`src/rtl/host_arb_pkg.sv`:
```
// host_arb_pkg: shared types and constants for the two-host wishbone arbiter.
//   arb_state_e  - grant state (IDLE / REQ / RSP)
//   HOST0, HOST1 - host port indices, also the encoding of owner/last_owner
//   DCOUNT_W     - width of the data_count fields
package host_arb_pkg;

    typedef enum logic [1:0] {
        IDLE = 2'd0,
        REQ  = 2'd1,
        RSP  = 2'd2
    } arb_state_e;

    localparam logic HOST0 = 1'b0;
    localparam logic HOST1 = 1'b1;

    localparam int DCOUNT_W = 28;

endpackage

```
`src/rtl/host_arb_rr.sv`:
```
// host_arb_rr: two-request round-robin picker.
//   clk, rst    - clock, synchronous active-high reset
//   req0, req1  - host requests
//   done        - strobe: the current transaction finished (final beat or timeout)
//   done_owner  - host that owned the finished transaction
//   winner      - host to grant this cycle (meaningful while any request is high)
//   last_owner  - host that most recently completed a transaction
module host_arb_rr
    import host_arb_pkg::*;
(
    input  logic clk,
    input  logic rst,
    input  logic req0,
    input  logic req1,
    input  logic done,
    input  logic done_owner,
    output logic winner,
    output logic last_owner
);

    logic last_owner_q;
    logic last_owner_d;

    // NOTE: every variable written in an always_comb gets a default first,
    // so no path through the block can infer a latch.
    always_comb begin
        last_owner_d = last_owner_q;
        if (done) begin
            last_owner_d = done_owner;
        end
    end

    // A lone request wins outright; a tie goes to whoever did not finish last.
    always_comb begin
        winner = HOST0;
        unique case ({req1, req0})
            2'b01:   winner = HOST0;
            2'b10:   winner = HOST1;
            2'b11:   winner = ~last_owner_q;
            default: winner = HOST0;
        endcase
    end

    // NOTE: state registers use non-blocking assignments so every flop samples
    // the pre-edge value of its neighbours.
    // Starting at HOST1 lets HOST0 win the first tie after reset.
    always_ff @(posedge clk) begin
        if (rst) begin
            last_owner_q <= HOST1;
        end else begin
            last_owner_q <= last_owner_d;
        end
    end

    assign last_owner = last_owner_q;

endmodule

```
`src/rtl/host_arbiter.sv`:
```
// host_arbiter: shares one wishbone master command interface between two hosts.
// A grant covers a whole transaction: request beats (REQ) through the final
// response beat (RSP, data_count == 0). Ties alternate round-robin; a grant that
// sees no accepted beat for TIMEOUT_CYCLES cycles is forcibly released.
//   clk, rst                - clock, synchronous active-high reset
//   hX_ih_*/hX_in_*         - host X request beat (reset, valid, fields)
//   hX_master_ready         - master ready, shown to the owner only during REQ
//   hX_oh_ready / hX_oh_en  - host X response handshake
//   o_ih_* / o_in_*         - request forwarded to the master
//   i_master_ready          - master accepts a request beat
//   o_oh_ready / i_oh_en    - response handshake with the master
//   i_out_* / o_out_*       - response fields, fanned out to both hosts
//   o_owner/o_busy/o_timeout- owner, grant active, forced-release pulse
module host_arbiter
    import host_arb_pkg::*;
#(
    parameter int TIMEOUT_CYCLES = 1024
) (
    input  logic                clk,
    input  logic                rst,
    input  logic                h0_ih_reset,
    input  logic                h0_ih_ready,
    input  logic [31:0]         h0_in_command,
    input  logic [31:0]         h0_in_address,
    input  logic [31:0]         h0_in_data,
    input  logic [DCOUNT_W-1:0] h0_in_data_count,
    output logic                h0_master_ready,
    input  logic                h0_oh_ready,
    output logic                h0_oh_en,
    input  logic                h1_ih_reset,
    input  logic                h1_ih_ready,
    input  logic [31:0]         h1_in_command,
    input  logic [31:0]         h1_in_address,
    input  logic [31:0]         h1_in_data,
    input  logic [DCOUNT_W-1:0] h1_in_data_count,
    output logic                h1_master_ready,
    input  logic                h1_oh_ready,
    output logic                h1_oh_en,
    output logic                o_ih_reset,
    output logic                o_ih_ready,
    output logic [31:0]         o_in_command,
    output logic [31:0]         o_in_address,
    output logic [31:0]         o_in_data,
    output logic [DCOUNT_W-1:0] o_in_data_count,
    input  logic                i_master_ready,
    output logic                o_oh_ready,
    input  logic                i_oh_en,
    input  logic [31:0]         i_out_status,
    input  logic [31:0]         i_out_address,
    input  logic [31:0]         i_out_data,
    input  logic [DCOUNT_W-1:0] i_out_data_count,
    output logic [31:0]         o_out_status,
    output logic [31:0]         o_out_address,
    output logic [31:0]         o_out_data,
    output logic [DCOUNT_W-1:0] o_out_data_count,
    output logic                o_owner,
    output logic                o_busy,
    output logic                o_timeout
);

    localparam logic [31:0] TIMEOUT_LIMIT = 32'(TIMEOUT_CYCLES);

    arb_state_e  state_q, state_d;
    logic        owner_q, owner_d;
    logic [31:0] cnt_q, cnt_d;
    logic        timeout_q, timeout_d;

    logic        rr_winner;
    logic        rr_last_owner;
    logic        rr_done;

    logic        busy;
    logic        host_rst;
    logic        req_acc;
    logic        rsp_acc;
    logic        final_beat;
    logic        timeout_hit;
    logic [31:0] cnt_inc;

    host_arb_rr u_rr (
        .clk        (clk),
        .rst        (rst),
        .req0       (h0_ih_ready),
        .req1       (h1_ih_ready),
        .done       (rr_done),
        .done_owner (owner_q),
        .winner     (rr_winner),
        .last_owner (rr_last_owner)
    );

    assign busy     = (state_q != IDLE);
    assign host_rst = h0_ih_reset | h1_ih_reset;

    // Owner-side muxing and gating of everything that crosses the arbiter.
    always_comb begin
        o_ih_ready       = 1'b0;
        o_in_command     = '0;
        o_in_address     = '0;
        o_in_data        = '0;
        o_in_data_count  = '0;
        o_oh_ready       = 1'b0;
        h0_master_ready  = 1'b0;
        h1_master_ready  = 1'b0;
        h0_oh_en         = 1'b0;
        h1_oh_en         = 1'b0;
        o_out_status     = '0;
        o_out_address    = '0;
        o_out_data       = '0;
        o_out_data_count = '0;
        if (busy) begin
            o_ih_ready       = (state_q == REQ) &
                               ((owner_q == HOST1) ? h1_ih_ready : h0_ih_ready);
            o_in_command     = (owner_q == HOST1) ? h1_in_command    : h0_in_command;
            o_in_address     = (owner_q == HOST1) ? h1_in_address    : h0_in_address;
            o_in_data        = (owner_q == HOST1) ? h1_in_data       : h0_in_data;
            o_in_data_count  = (owner_q == HOST1) ? h1_in_data_count : h0_in_data_count;
            o_oh_ready       = (owner_q == HOST1) ? h1_oh_ready      : h0_oh_ready;
            // master_ready only means "your request beat goes through", so it
            // is withheld once the request phase is over.
            h0_master_ready  = (state_q == REQ) & (owner_q == HOST0) & i_master_ready;
            h1_master_ready  = (state_q == REQ) & (owner_q == HOST1) & i_master_ready;
            // The first response beat can arrive while still in REQ; the owner
            // sees it there too so no beat is handed to the master unseen.
            h0_oh_en         = (owner_q == HOST0) & i_oh_en;
            h1_oh_en         = (owner_q == HOST1) & i_oh_en;
            o_out_status     = i_out_status;
            o_out_address    = i_out_address;
            o_out_data       = i_out_data;
            o_out_data_count = i_out_data_count;
        end
    end

    assign req_acc     = o_ih_ready & i_master_ready;
    assign rsp_acc     = i_oh_en & o_oh_ready;
    assign final_beat  = rsp_acc & (i_out_data_count == '0);
    assign cnt_inc     = cnt_q + 32'd1;
    // Fires on the TIMEOUT_CYCLES-th consecutive cycle without an accepted beat.
    assign timeout_hit = (TIMEOUT_CYCLES != 0) && (cnt_inc == TIMEOUT_LIMIT);

    always_comb begin
        state_d   = state_q;
        owner_d   = owner_q;
        cnt_d     = cnt_q;
        timeout_d = 1'b0;
        rr_done   = 1'b0;
        if (host_rst) begin
            // Abort without touching last_owner: the aborted host did not finish.
            state_d = IDLE;
            cnt_d   = '0;
        end else begin
            unique case (state_q)
                IDLE: begin
                    cnt_d = '0;
                    if (h0_ih_ready | h1_ih_ready) begin
                        owner_d = rr_winner;
                        state_d = REQ;
                    end
                end
                REQ, RSP: begin
                    if (final_beat) begin
                        // Completion wins over a coincident timeout.
                        state_d = IDLE;
                        cnt_d   = '0;
                        rr_done = 1'b1;
                    end else if (req_acc | rsp_acc) begin
                        cnt_d = '0;
                        if (i_oh_en) state_d = RSP;
                    end else if (timeout_hit) begin
                        state_d   = IDLE;
                        cnt_d     = '0;
                        timeout_d = 1'b1;
                        rr_done   = 1'b1;
                    end else begin
                        cnt_d = cnt_inc;
                        if (i_oh_en) state_d = RSP;
                    end
                end
                default: begin
                    state_d = IDLE;
                    cnt_d   = '0;
                end
            endcase
        end
    end

    always_ff @(posedge clk) begin
        if (rst) begin
            state_q   <= IDLE;
            owner_q   <= HOST0;
            cnt_q     <= '0;
            timeout_q <= 1'b0;
        end else begin
            state_q   <= state_d;
            owner_q   <= owner_d;
            cnt_q     <= cnt_d;
            timeout_q <= timeout_d;
        end
    end

    assign o_ih_reset = host_rst;
    assign o_owner    = owner_q;
    assign o_busy     = busy;
    assign o_timeout  = timeout_q;

endmodule

```
`config.mk`:
```
export PLATFORM = sky130hd
export DESIGN_NAME = host_arbiter
export DESIGN_NICKNAME = d
export VERILOG_FILES = /design/src/rtl/host_arb_pkg.sv /design/src/rtl/host_arb_rr.sv /design/src/rtl/host_arbiter.sv
export SDC_FILE = /design/constraint.sdc
export NUM_CORES = 1
export LEC_CHECK = 0
export BUFFER_PORTS_ARGS = -buffer_cell sky130_fd_sc_hd__clkbuf_2
export CORE_AREA = 2 2 246 248
export DETAILED_ROUTE_END_ITERATION = 10
export DIE_AREA = 0 0 248 250
export GPL_TIMING_DRIVEN = 0
export MAX_ROUTING_LAYER = met4
export PLACE_DENSITY = 0.3
export SLEW_MARGIN = 10
export SYNTH_ARGS = -nofsm -noshare
export SYNTH_HDL_FRONTEND = slang
export SYNTH_SLANG_ARGS = --single-unit
```
`constraint.sdc`:
```
create_clock -name clk -period 6.09 [get_ports clk]
set_clock_uncertainty 0.2 [all_clocks]
set_input_delay 0.3045 -clock clk [delete_from_list [all_inputs] [get_ports clk]]
set_output_delay 0.3045 -clock clk [all_outputs]
set_load 0.05 [all_outputs]
```
==> impl_results.md <==
- GPL Wtd Cong: roughly 0.95
- WL final: 47900 um
- Starting Density: 8.81%
- DRC: 0
- Post-route worst setup slack: about 2.1 ns
- Worst slack, placed: about 2.1 ns
- Synth Warn #: 0
- Tot GR Track Use: ~15%
- Worst path required time: around 5.6 ns
- FF-to-FF End: cnt_q[24]
- Post-CTS Setup Bufs: 0
- Fmax: 0.250 GHz
- # setup viols final: 0
- R2R Setup Slk: around 2.6 ns
- Detail Placement HPWL: ~43000 um
- Largest net degree at the start of global routing: 11
- Starting DRT DRC Count: 348
- Remaining Overflow, GRT: 0
- Yosys cell types: between 50 and 60
- Cts repair resizes: 0
- Depth of the worst register-to-register path: 11
- Finished Cell Area: roughly 9600 sq um
- Number of synthesized flops with an enable pin: 0
- Max_cap viols: 0
- Via count: about 8000
- Min-delay worst type: in -> reg
- Startpoint Class: register
- IO Pins: 640
- Worst Min Path Start: rst
- Layout cells sized above 1: between 40% and 50%
- Nets: 1783
- Root Buffer: clkbuf_16
- Critical path fanouts, max: 10
- Asr flop ratio synth: 0%
- Synth Area per Inst: about 7 sq um
- Post-Synthesis Cell Area: 5250 sq um
- RSZ-0062 raised after global routing: no
- CTS max path bufs: 2
- First-pass DRT Iterations: 5
- PD cells: roughly 110 nW/um^2
- Fin crit share: about two thirds
- Skew-Pair Late Insertion Delay: about 0.28 ns
- Clock transition at path regs: ~0.06 ns
- Initial antenna violation count: 7
- Post-CTS Hold Buffers: 0
- Leakage power: 0.00437 uW
- Num CTS Buffers: 5
- Setup_tns: 0 ns
- Clk sinks: 37
- Sequential-to-total area share from yosys stat: between 10% and 20%
- Area Overhead vs Synth: 82.7%
- FF-to-FF Start: cnt_q[0]
- Tmin final: between 4 and 5 ns
- Die height: roughly 250 um
- CP Data Arrival Time: 3.50 ns
- Die area: just over 60000 sq um
- Mapped Cells: 751
- CTS tree: yes
- WHS Endpoint: o_owner
- Register bit count reported by yosys: 37
- Worst Setup End Kind: output port
- Crit Path Class: reg -> out
- Post-route ant nets: 0
- Core Rows: 90
- Worst IR drop on VDD: roughly 0.081 mV
- CTS HTree Levels: 2
- Max transition margin: 29.5%
- Slew Limit Fails: 0
- Status: finished clean
- DR vias/cell: 3.72
- Hold Fails Final Rpt: 0
- DR WL/cell: ~22 um
- Slew @ Worst Pin: about 1.1 ns
- Port bufs: roughly 640
- Hold_ws: 0.122 ns
- Ys flop type: dfxtp_1
- Mapped Nets: between 1000 and 1500
- Hold path depth: 2
- Core footprint: approximately 60000 sq um
- Die extent in x: roughly 250 um
- First-pass GRT wire length: ~62000 um
- Vias in the first global route: about 8100
- Post-DP Area: roughly 9400 sq um
registers in the layout, summed over array words and instances (netlist names):
| name | cells |
|---|---|
| cnt_q | 32 |
| o_owner | 1 |
| o_timeout | 1 |
| state_q | 2 |
| u_rr.last_owner | 1 |
critical path: stages, from the launching register on:
cell and delay [ns]:
dfxtp_1 0.33, inv_1 0.08, ha_1 0.34, clkbuf_1 0.73
clkbuf_1 0.63, buf_1 0.52, nor2_1 0.27, clkbuf_2 0.30
cell usage in the layout (no fill, tap or decap), types with 6 or more instances in the layout:
| cell | synthesis | final |
|---|---|---|
| nor2_1 | 183 | 183 |
| diode_2 | 0 | 8 |
| and4_1 | 7 | 7 |
| nor4_1 | 22 | 22 |
| dfxtp_1 | 37 | 37 |
| nor3_1 | 20 | 20 |
| nand3_1 | 15 | 15 |
| nor2b_1 | 128 | 128 |
| nand4_1 | 20 | 20 |
| xnor2_1 | 20 | 20 |
| inv_1 | 15 | 15 |
| clkbuf_2 | 0 | 639 |
| buf_1 | 16 | 16 |
| nand2_1 | 21 | 21 |
| mux2i_1 | 129 | 129 |
| xor2_1 | 7 | 7 |
| clkbuf_8 | 5 | 6 |
| clkbuf_1 | 33 | 34 |
area by class of cell:
| type | instances | area, sq um |
|---|---|---|
| timing repair buffer | 639 | 3200 |
| buffer | 59 | 292 |
| inverter | 15 | 56.3 |
| multi-input combinational | 640 | 4160 |
| fill | 6977 | 50000 |
| sequential | 37 | 741 |
| antenna | 8 | 20.0 |
| clock buffer | 7 | 143 |
| tap | 782 | 978 |
metrics by stage:
step / utilization [%] / std cells / power (uW)
final: 16.1 / 2187 / 1010
after CTS: 16.1 / 2179 / 1030
after floorplan: - / 751 / 522
after detailed placement: 15.8 / 2172 / 763
after global placement: 15.8 / 2172 / 765
after global routing: 16.1 / 2186 / 1070
cells by family (layout without fill, tap and decap cells):
logic type               count (synthesis)  count (layout)  share of synthesized area, %
AO/OA/AOI/OAI                           31              31                          4.56
XOR/XNOR                                27              27                          4.51
adder cells (fa/ha/maj)                  4               4                         0.954
buffers and inverters                   74             720                          6.63
flip-flops                              37              37                          14.1
multiplexers                           130             130                          24.8
other                                    0               8                             0
AND/OR/NAND/NOR                        448             448                          44.4
power by group:
part	leakage (uW)	internal (uW)	switching, uW
sequential	0.000298	244	1.14
combinational	0.00400	178	330
clock	0.0000700	161	100
total	0.00437	583	432
routing by layer:
metal | vias up | track usage, % | wire (um)
li1 | 3866 | - | -
met1 | 3794 | 18.1 | 20700
met2 | 445 | 25.1 | 22900
met3 | 25 | 3.08 | 3530
met4 | 0 | 2.31 | 697
met5 | - | - | 0
Yosys cell counts, drive strengths merged, types with 3 or more instances:
master / number / area share [%]
nor2: 183 / 13
mux2i: 129 / 25
nor2b: 128 / 15
clkbuf: 38 / 3.7
dfxtp: 37 / 14
nor4: 23 / 2.9
nand2: 22 / 1.6
buf: 21 / 1.9
nand4: 20 / 2.4
nor3: 20 / 1.9
xnor2: 20 / 3.3
nand3: 16 / 1.8
inv: 15 / 1.1
and4: 9 / 1.6
xor2: 7 / 1.2
and3: 5 / 0.62
o31a: 5 / 0.88
and4b: 4 / 0.79
ha: 4 / 0.95
or2: 4 / 0.48
a21oi: 3 / 0.29
or3: 3 / 0.38
worst max-delay path by stage:
| stage | slack (ns) | from | to | cells after the start |
|---|---|---|---|---|
| 6_report | 2.09 | state_q[0] | o_in_data[30] | 7 |
| 3_3_place_gp | 2.19 | state_q[0] | o_in_data_count[20] | 7 |
| 4_1_cts | 1.83 | state_q[0] | o_in_data_count[21] | 7 |
| 5_1_grt | 1.73 | state_q[0] | o_in_data_count[21] | 7 |
| 2_1_floorplan | 2.98 | o_owner | o_in_data_count[12] | 5 |
| 3_5_place_dp | 2.15 | state_q[0] | o_in_data_count[21] | 7 |
(Power assumes the default switching activity.)
